File: src/rtl/priority_8x3.sv
// 8-to-3 priority encoder (highest index wins) with a masked request vector,
// combinational result path and an enable-loaded registered copy.
module priority_8x3 (
    input  logic       clk,
    input  logic       rst,
    input  logic [7:0] in,
    input  logic [7:0] mask,
    input  logic       en,
    output logic [2:0] code,
    output logic       valid,
    output logic [7:0] onehot,
    output logic [2:0] code_q,
    output logic       valid_q,
    output logic [7:0] onehot_q
);

    logic [7:0] req;

    assign req = in & mask;

    // Ascending scan: the last set bit seen is the highest index, so it wins.
    always_comb begin
        code  = 3'b000;
        valid = |req;
        for (int i = 0; i < 8; i++) begin
            if (req[i]) begin
                code = 3'(i);
            end
        end
        onehot = valid ? (8'b0000_0001 << code) : 8'h00;
    end

    always_ff @(posedge clk or posedge rst) begin
        if (rst) begin
            code_q   <= 3'b000;
            valid_q  <= 1'b0;
            onehot_q <= 8'h00;
        end else if (en) begin
            code_q   <= code;
            valid_q  <= valid;
            onehot_q <= onehot;
        end
    end

endmodule

File: config.mk
export PLATFORM = sky130hd
export DESIGN_NAME = priority_8x3
export DESIGN_NICKNAME = d
export VERILOG_FILES = /design/src/rtl/priority_8x3.sv
export SDC_FILE = /design/constraint.sdc
export NUM_CORES = 1
export LEC_CHECK = 0
export CAP_MARGIN = 20
export CORE_AREA = 2 2 39 41
export DETAILED_ROUTE_END_ITERATION = 7
export DIE_AREA = 0 0 41 43
export DONT_BUFFER_PORTS = 1
export PLACE_DENSITY = 0.73
export SKIP_LAST_GASP = 1
export SYNTH_ARGS = -nofsm -noshare
export SYNTH_HDL_FRONTEND = slang
export SYNTH_SLANG_ARGS = --single-unit
File: constraint.sdc
create_clock -name clk -period 0.8 [get_ports clk]
set_input_delay 0 -clock clk [delete_from_list [all_inputs] [get_ports clk]]
set_output_delay 0 -clock clk [all_outputs]
set_load 0.005 [all_outputs]
-- Word-level counts from Yosys, hierarchy flattened
Cells that the tools add are included.
- reductions and logical operators: 1
- shift operators: 1
- multiplexer cells: 8
- bitwise gates (word level): 1
- operator list (cell ; count):
    $mux 3 ; 6
    $and 8x8->8 ; 1
    $mux 8 ; 1
    $reduce_or 8->1 ; 1
    $shl 1x3->8 const A ; 1
    $mux 1 ; 1
- input bits: 19
- output and inout bits: 24
- bits in registers: 12
- logic and storage cells: 14

-- Longest topological paths before layout
Gate-level depths: netlist (run 1).
- depth in word-level cells: 10
- gate-level depth with buffers: 5
- gate-level depth less buffers: 5

-- Least setup slack after synthesis (run 1)
OpenSTA, ideal clock, no wires.
- path type: input-to-reg
- start point: in in[7]
- end point: reg code_q[1]
- slack: -19 ps
- data required time: 675 ps
- setup time: 125 ps
- path buffers: 0
- cell stages on the path: 3
- arrival: 694 ps
- cell sequence: a22o_4 -> o21bai_4 -> mux2_4
- cells in the longest elaborated chain, start to end: 2
- RTL lines (item ; RTL line ; text):
    start, declared ; 6 ; input logic [7:0] in,
    $and 8x8->8 ; 19 ; assign req = in & mask;
    $mux 3 ; 26 ; if (req[i]) begin
    net code[1] ; 9 ; output logic [2:0] code,
    end signal, assigned ; 39 ; code_q <= code;
    end, declared ; 12 ; output logic [2:0] code_q,
The timed path passes the listed nets, and every way through them passes these cells.
A chain may end at the register's enable or synchronous reset.

-- Worst setup path in the final report (run 1)
- start point: reg code_q[1]
- end point: out code_q[1]
No word-level cell between the ends.

==> results.cfg, run 1 <==
[power_and_ir_drop]
p_leak_nw = 0.3890
vdd_drop_max_uv = 759.7
p_total_w = 0.001368
power-per-cell-area_nw_per_um2 = 1654

[worst_hold_path]
min-delay-start = en
hold_class = input port to flip-flop

[yosys]
ys_types = 24
syn_area_per_cell_um2 = 10.35
synth_area_um2 = 683.2
ys_seq_area_share_pct = 43.96
syn-num-nets = 85
yosys_warnings = 0
syn_inst = 66
ys_ff_latch = 12

[routing]
drc_errors = 0
routed_wirelength_mm = 1.414
vias_per_cell = 5.479
wire_per_inst_um = 14.73
antenna_left = 0
drt_first_pass_iters = 4
num_vias = 526
drtIter0Drc = 8

[clock_tree]
cts_tree = done
cts.sinks = 12
cts_buffers = 3
clock_latency_ns = 0.26
clock_path_buffers = 2
clkTransAtPathRegs_ns = 0.07
cts_hold_buf = 1
htree_levels = 1
cts-root-buf = clkbuf_4

[sta]
setup_violations = 0
period_minus_slack_ns = 0.7791
timing.fmax_ghz = 1.283
maxSlewViolCount = 0
hold_violations = 12
slew_headroom_pct = 70.26
tightest_slew_ns = 0.4457
fin_worst_hold_slack_ns = -0.1842
rsz0062_at_grt = true
timing.final.crit_share_pct = 97.39
skew_ns = 0

[layout]
instances_no_fill = 96
layout.filler_cells = 122
final_area_um2 = 827.0
drive_gt1_share_pct = 41.25
area_growth_syn_to_layout_pct = 21.06
final_nets = 101
diodes = 0

[placed_design]
place.detailed.hpwl_mm = 1.142
dp.cells = 90
gp_congestion = 0.6223
place_area_um2 = 768.2
port_buffers = 0

[worst_setup_path]
endpoint_kind = output port
r2r-start = code_q[1]
crit_cells = 1
path_cells = buf_6
cp_max_fo = 2
crit_end = code_q[1]
worstReg2RegEnd = code_q[1]
r2r_setup_slack_ns = 0.02
path_buf_inv = 1
r2r.worst_path.cells = 1
cp-start-kind = flip-flop
crit_start = code_q[1]
cp.required_ns = 0.80
critPathTopFamily = flip-flops
critical_path_class = flip-flop to output port
cpPeakStageDelay_ns = 0.39
slowest_stage = dfrtp_1
cp.arrival_ns = 0.78

[grt]
grt_util_all_layers_pct = 18.29
grt_pass1_wl_mm = 2.132
overflow = 0
antenna_found_initial = 0
grt_max_degree = 18
grt_pass1_vias = 504

[floorplanning]
fp.coreArea_um2 = 1384
initial_core_util_pct = 49.37
rows = 14
die_x_um = 41
ios = 43
die_h_um = 43
fp.dieArea_um2 = 1763

[status]
status = complete, but fails checks
violations = negative hold slack

[flow_run]
drv_cap = 0
[cells in the final DEF, fill, tap and decap left out, types with 2 or more instances in the layout]
| master | n |
|---|---|
| clkbuf_4 | 3 |
| nor2_1 | 10 |
| a21oi_1 | 2 |
| dfrtp_1 | 12 |
| nand2_1 | 9 |
| nand3_1 | 2 |
| mux2_2 | 4 |
| buf_6 | 3 |
| inv_1 | 6 |
| buf_4 | 9 |
| o22ai_2 | 3 |
| a31oi_1 | 2 |
[area by class of cell]
class	instances	area, um^2	share of cell area, %
Tap cell	16	20.02	2.421
Inverter	7	26.28	3.177
Clock buffer	3	22.52	2.723
Timing Repair Buffer	13	111.4	13.46
Sequential cell	12	300.3	36.31
Multi-Input combinational cell	45	346.6	41.91
[layer usage]
metal	vias to the layer above	GRT usage (%)	wire length (um)
met3	2	4.712	108
li1	260	-	-
met1	246	19.73	515
met5	-	0	0
met4	0	10.00	10
met2	18	30.31	779
[per-stage QoR]
| stage | hold slack, ns | setup TNS (ns) | utilization [%] | setup slack (ns) |
|---|---|---|---|---|
| floorplan | -0.1353 | -0.01915 | - | -0.01915 |
| global placement | -0.07997 | -0.01544 | 55.52 | -0.01544 |
| detailed placement | -0.07480 | -0.04887 | 55.52 | -0.03504 |
| CTS | -0.1983 | 0 | 57.87 | 0.002952 |
| global route | -0.1943 | -0.01281 | 59.76 | -0.007189 |
| finish | -0.1842 | 0 | 59.76 | 0.02088 |
[power by group]
group	switching, W	internal [W]
combinational	0.000145	0.000176
clock	0.000185	0.000174
sequential	0.0000340	0.000654
total	0.000364	0.00100
[flip-flops by register name, indices dropped and copies added (netlist names)]
name	cells
valid_q	1
code_q	3
onehot_q	8
[kinds of logic after synthesis]
family	Yosys count	share of synthesized area, %
multiplexers	5	8.790
AO/OA/AOI/OAI	15	22.16
flip-flops	12	43.96
AND/OR/NAND/NOR	25	19.78
buffers and inverters	9	5.311
[synthesized netlist by cell type (all sizes together)]
master   n  area share (%)
a21oi    2             1.5
a31oi    2             1.8
mux2     5             8.8
a32oi    1             1.3
nor3b    1             1.8
o21a     1             1.3
nand4    1             1.8
o22ai    4             6.4
dfrtp   12              44
buf      2             1.5
a22oi    1             1.8
a22o     3             5.3
o21bai   1             2.7
nand2    9             4.9
and2     1             1.3
inv      7             3.8
nand3    2             1.5
nor2    11             8.4
[worst min-delay path by stage]
stage / endpoint / slack [ns] / cells after the start
after floorplan: code_q[0] / -0.14 / 1
after global placement: onehot_q[6] / -0.08 / 1
after detailed placement: onehot_q[6] / -0.07 / 1
after CTS: code_q[0] / -0.20 / 1
after global routing: code_q[0] / -0.19 / 1
final: code_q[0] / -0.18 / 1
[timing repair]
action                     in CTS  in global routing
resized for setup               0                  3
buffers inserted                0                  2
setup endpoints to repair       0                  6
hold endpoints to repair       24                 12
Power figures use the tool's default switching activity.
==> run 2: changes to the inputs <==
--- a/config.mk
+++ b/config.mk
@@ -8,7 +8,9 @@
 export CAP_MARGIN = 20
-export CORE_AREA = 2 2 39 41
+export CELL_PAD_IN_SITES_DETAIL_PLACEMENT = 0
+export CELL_PAD_IN_SITES_GLOBAL_PLACEMENT = 1
+export CORE_AREA = 2 2 46 48
 export DETAILED_ROUTE_END_ITERATION = 7
-export DIE_AREA = 0 0 41 43
+export DIE_AREA = 0 0 48 50
 export DONT_BUFFER_PORTS = 1
-export PLACE_DENSITY = 0.73
+export PLACE_DENSITY = 0.72
 export SKIP_LAST_GASP = 1
--- a/constraint.sdc
+++ b/constraint.sdc
@@ -3,2 +3,2 @@
 set_output_delay 0 -clock clk [all_outputs]
-set_load 0.005 [all_outputs]
+set_load 0.02 [all_outputs]
==> results.cfg, run 2 (synthesized netlist as in run 1, its figures left out) <==
[layout]
reg_top3 = onehot_q x8, code_q x3, valid_q x1
area_growth_syn_to_layout_pct = 68.68
final_cell_mix = 22 x buf_4, 12 x buf_6, 9 x dfrtp_1, 8 x nand2_1, 5 x inv_1
final_common_cell = buf_4
final_area_um2 = 1152
diodes = 0
instances_no_fill = 130
top_register = onehot_q
layout.filler_cells = 149
largest_reg_flops = 8
regArea_um2 = 304.0
final_nets = 123
drive_gt1_share_pct = 68.93
multiInputGateArea_um2 = 439.2

[sta]
maxSlewViolCount = 0
tightest_slew_ns = 0.4204
period_minus_slack_ns = 0.8143
slew_headroom_pct = 71.94
fin_worst_hold_slack_ns = -0.1919
setup_violations = 5
hold_violations = 12
skew_ns = 0
timing.fmax_ghz = 1.228
setup_ws_ns = -0.01431
rsz0062_at_grt = true
timing.final.crit_share_pct = 101.8

[floorplanning]
die_h_um = 50
ios = 43
die_x_um = 48
initial_core_util_pct = 35.92
rows = 16
fp.dieArea_um2 = 2400
fp.coreArea_um2 = 1902

[grt]
grt_pass1_vias = 611
grt_util_all_layers_pct = 14.79
overflow = 0
grt_pass1_wl_mm = 2.490
antenna_found_initial = 0
grt_max_degree = 18

[placed_design]
gp_congestion = 0.7348
port_buffers = 0
place_area_um2 = 938.4
place.detailed.hpwl_mm = 1.274
dp.cells = 117

[clock_tree]
cts.sinks = 12
cts-root-buf = clkbuf_4
cts_hold_buf = 1
htree_levels = 1
clock_path_buffers = 2
cts_tree = done
cts_buffers = 3
clkTransAtPathRegs_ns = 0.07
clock_latency_ns = 0.27

[routing]
drt_first_pass_iters = 4
antenna_left = 0
drc_errors = 0
routed_wirelength_mm = 1.664
wire_per_inst_um = 12.80
drtIter0Drc = 9
num_vias = 621
vias_per_cell = 4.777

[worst_setup_path]
cp.required_ns = 0.80
critPathTopFamily = flip-flops
cp_max_fo = 2
cpPeakStageDelay_ns = 0.41
endpoint_kind = output port
critical_path_class = flip-flop to output port
cp-start-kind = flip-flop
path_cells = buf_6
cp.arrival_ns = 0.81
slowest_stage = dfrtp_1
path_buf_inv = 1

[power_and_ir_drop]
vdd_drop_max_uv = 670.6
p_leak_nw = 0.5281
power-per-cell-area_nw_per_um2 = 1553

[worst_hold_path]
hold_class = input port to flip-flop

[status]
violations = negative hold slack, negative setup slack
status = complete, but fails checks

[flow_run]
drv_cap = 0
## run 2: cell count changes in the layout (fill, tap and decap cells not counted), moves of 3 or more
cell and change:
dfrtp_1 -3, nor2_1 -7, mux2_4 +3, buf_6 +9, dfrtp_2 +3, nor2_2 +4, nor2_4 +3, mux2_2 -3
buf_4 +13
## run 2: power by group
| part | leakage (nW) | internal [W] | switching (W) |
|---|---|---|---|
| Combinational | 0.361 | 0.000325 | 0.000313 |
| Clock | 0.0210 | 0.000277 | 0.000183 |
| Sequential | 0.146 | 0.000657 | 0.0000357 |
| Total | 0.528 | 0.00126 | 0.000532 |
## run 2: path summary, 6_finish.rpt
path	slack [ns]	startpoint	cells after the start	end
max	-0.01	code_q[1]	1	code_q[1]
min	-0.19	en	1	code_q[2]
max reg2reg	0.01	onehot_q[5]	1	onehot_q[5]
min reg2reg	0.53	onehot_q[7]	1	onehot_q[7]
max in group asynchronous	0.32	rst	2	onehot_q[7]
min in group asynchronous	0.16	rst	2	onehot_q[4]
## run 2: timing repair
action / CTS / global route
resized for setup: 16 / 9
hold endpoints to repair: 24 / 12
setup buffers: 7 / 1
endpoints found under the setup margin: 16 / 23
pin swaps: 1 / 1
## run 2: stage by stage
stage	worst slack, ns	power [W]	utilization, %	TNS [ns]
after floorplan	-0.07138	0.001036	-	-0.3636
after global placement	-0.04569	0.001199	49.34	-0.1268
after detailed placement	-0.06891	0.001206	49.34	-0.1999
after CTS	-0.02322	0.001769	57.83	-0.1119
after global routing	-0.04104	0.001879	60.59	-0.3667
final	-0.01431	0.001790	60.59	-0.04147
## run 2: final cells by class
cell class              count  share of cell area (%)
multi-input cells          45                   38.11
flip-flops and latches     12                   26.38
clock buffers               4                   3.149
inverters                   7                   2.497
well taps                  27                   2.932
repair buffers             35                   26.93
## run 2: per-layer routing
layer / share of wire [%] / GRT usage (%) / wire length [um]
met5: 0 / 0 / 0
met4: 2.1 / 8.108 / 35
met3: 6.2 / 3.297 / 103
met2: 52 / 23.33 / 858
met1: 40 / 17.73 / 666
==> run 3: changes to the inputs <==
- CORE_AREA: 2 2 46 48 -> 2 2 43 53
- DIE_AREA: 0 0 48 50 -> 0 0 45 55
- PLACE_DENSITY: 0.72 -> 0.7
==> results.cfg, run 3 (synthesized netlist as in run 1, its figures left out) <==
[floorplanning]
fp.coreArea_um2 = 1982
rows = 18
ios = 43
die_h_um = 55
fp.dieArea_um2 = 2475
die_x_um = 45
initial_core_util_pct = 34.47

[sta]
setup_violations = 3
rsz0062_at_grt = true
slew_headroom_pct = 70.58
timing.final.crit_share_pct = 102.1
fin_worst_hold_slack_ns = -0.1898
period_minus_slack_ns = 0.8167
timing.fmax_ghz = 1.224
setup_ws_ns = -0.01672
tightest_slew_ns = 0.4408
skew_ns = 0
maxSlewViolCount = 0
tns_ns = -0.04100
hold_violations = 12

[worst_setup_path]
slowest_stage = dfrtp_2
cp.arrival_ns = 0.82
path_cells = buf_6
path_buf_inv = 1
cp.required_ns = 0.80
critical_path_class = flip-flop to output port
endpoint_kind = output port
critPathTopFamily = flip-flops
cp-start-kind = flip-flop
cp_max_fo = 2
cpPeakStageDelay_ns = 0.42

[layout]
top_register = onehot_q
reg_top3 = onehot_q x8, code_q x3, valid_q x1
regArea_um2 = 304.0
final_cell_mix = 21 x buf_4, 12 x buf_6, 9 x dfrtp_1, 8 x nand2_1
drive_gt1_share_pct = 62.75
fin_util_pct = 55.87
final_common_cell = buf_4
multiInputGateArea_um2 = 422.9
diodes = 0
final_nets = 122
final_area_um2 = 1107
instances_no_fill = 122
largest_reg_flops = 8
area_growth_syn_to_layout_pct = 62.09
layout.filler_cells = 183

[clock_tree]
htree_levels = 1
clock_path_buffers = 2
cts-root-buf = clkbuf_4
cts_tree = done
cts_hold_buf = 1
cts.sinks = 12
clock_latency_ns = 0.26
clkTransAtPathRegs_ns = 0.07
cts_buffers = 3

[placed_design]
gp_congestion = 0.7714
place_area_um2 = 944.7
place.detailed.hpwl_mm = 1.258
port_buffers = 0
dp.cells = 112

[routing]
vias_per_cell = 4.951
wire_per_inst_um = 12.56
antenna_left = 0
drtIter0Drc = 17
drt_first_pass_iters = 3
num_vias = 604
drc_errors = 0
routed_wirelength_mm = 1.532

[grt]
antenna_found_initial = 0
overflow = 0
grt_pass1_vias = 536
grt_util_all_layers_pct = 12.98
grt_max_degree = 18
grt_pass1_wl_mm = 2.304

[worst_hold_path]
hold_class = input port to flip-flop

[power_and_ir_drop]
power-per-cell-area_nw_per_um2 = 1517
vdd_drop_max_uv = 681.1
p_leak_nw = 0.5210

[flow_run]
drv_cap = 0

[status]
status = complete, but fails checks
violations = negative hold slack, negative setup slack
-- run 3: layout make-up --
type | instances | area share (%)
clock buffers | 4 | 2.373
inverters | 7 | 2.373
multi-input cells | 45 | 38.19
flip-flops and latches | 12 | 27.46
well taps | 20 | 2.260
repair buffers | 34 | 27.34
-- run 3: what timing repair did --
item                                    4_1_cts  5_1_grt
cloned                                        0        0
setup buffers                                 3        2
resized for setup                            14        6
endpoints found under the setup margin       14       20
pin swaps                                     1        2
endpoints found under the hold margin        24       12
-- run 3: worst paths after layout --
| check | from | endpoint | slack, ns | cells after the start |
|---|---|---|---|---|
| hold reg to reg | onehot_q[5] | onehot_q[5] | 0.54 | 1 |
| setup reg to reg | onehot_q[6] | onehot_q[6] | 0.01 | 1 |
| hold / removal | en | code_q[2] | -0.19 | 1 |
| max in group asynchronous | rst | onehot_q[7] | 0.30 | 2 |
| min in group asynchronous | rst | code_q[2] | 0.17 | 2 |
| setup / recovery | onehot_q[6] | onehot_q[6] | -0.02 | 1 |
-- run 3: report_power, final --
group	switching, W	total (W)	internal (W)	leakage [nW]
combinational	0.000297	0.000608	0.000311	0.360
sequential	0.0000335	0.000690	0.000656	0.146
clock	0.000189	0.000382	0.000193	0.0150
total	0.000520	0.00168	0.00116	0.521
-- run 3: per-stage QoR --
stage | total power, W | worst slack, ns
after floorplan | 0.001036 | -0.07138
after global placement | 0.001209 | -0.04446
after detailed placement | 0.001217 | -0.05114
after CTS | 0.001664 | -0.02625
after global routing | 0.001766 | -0.05133
final | 0.001680 | -0.01672
-- run 3: layer usage --
layer	global-route usage [%]	up-vias	wire length (um)
li1	-	301	-
met1	18.44	278	642
met2	17.86	23	767
met3	0.9740	2	95
met4	10.29	0	27
met5	0	-	0
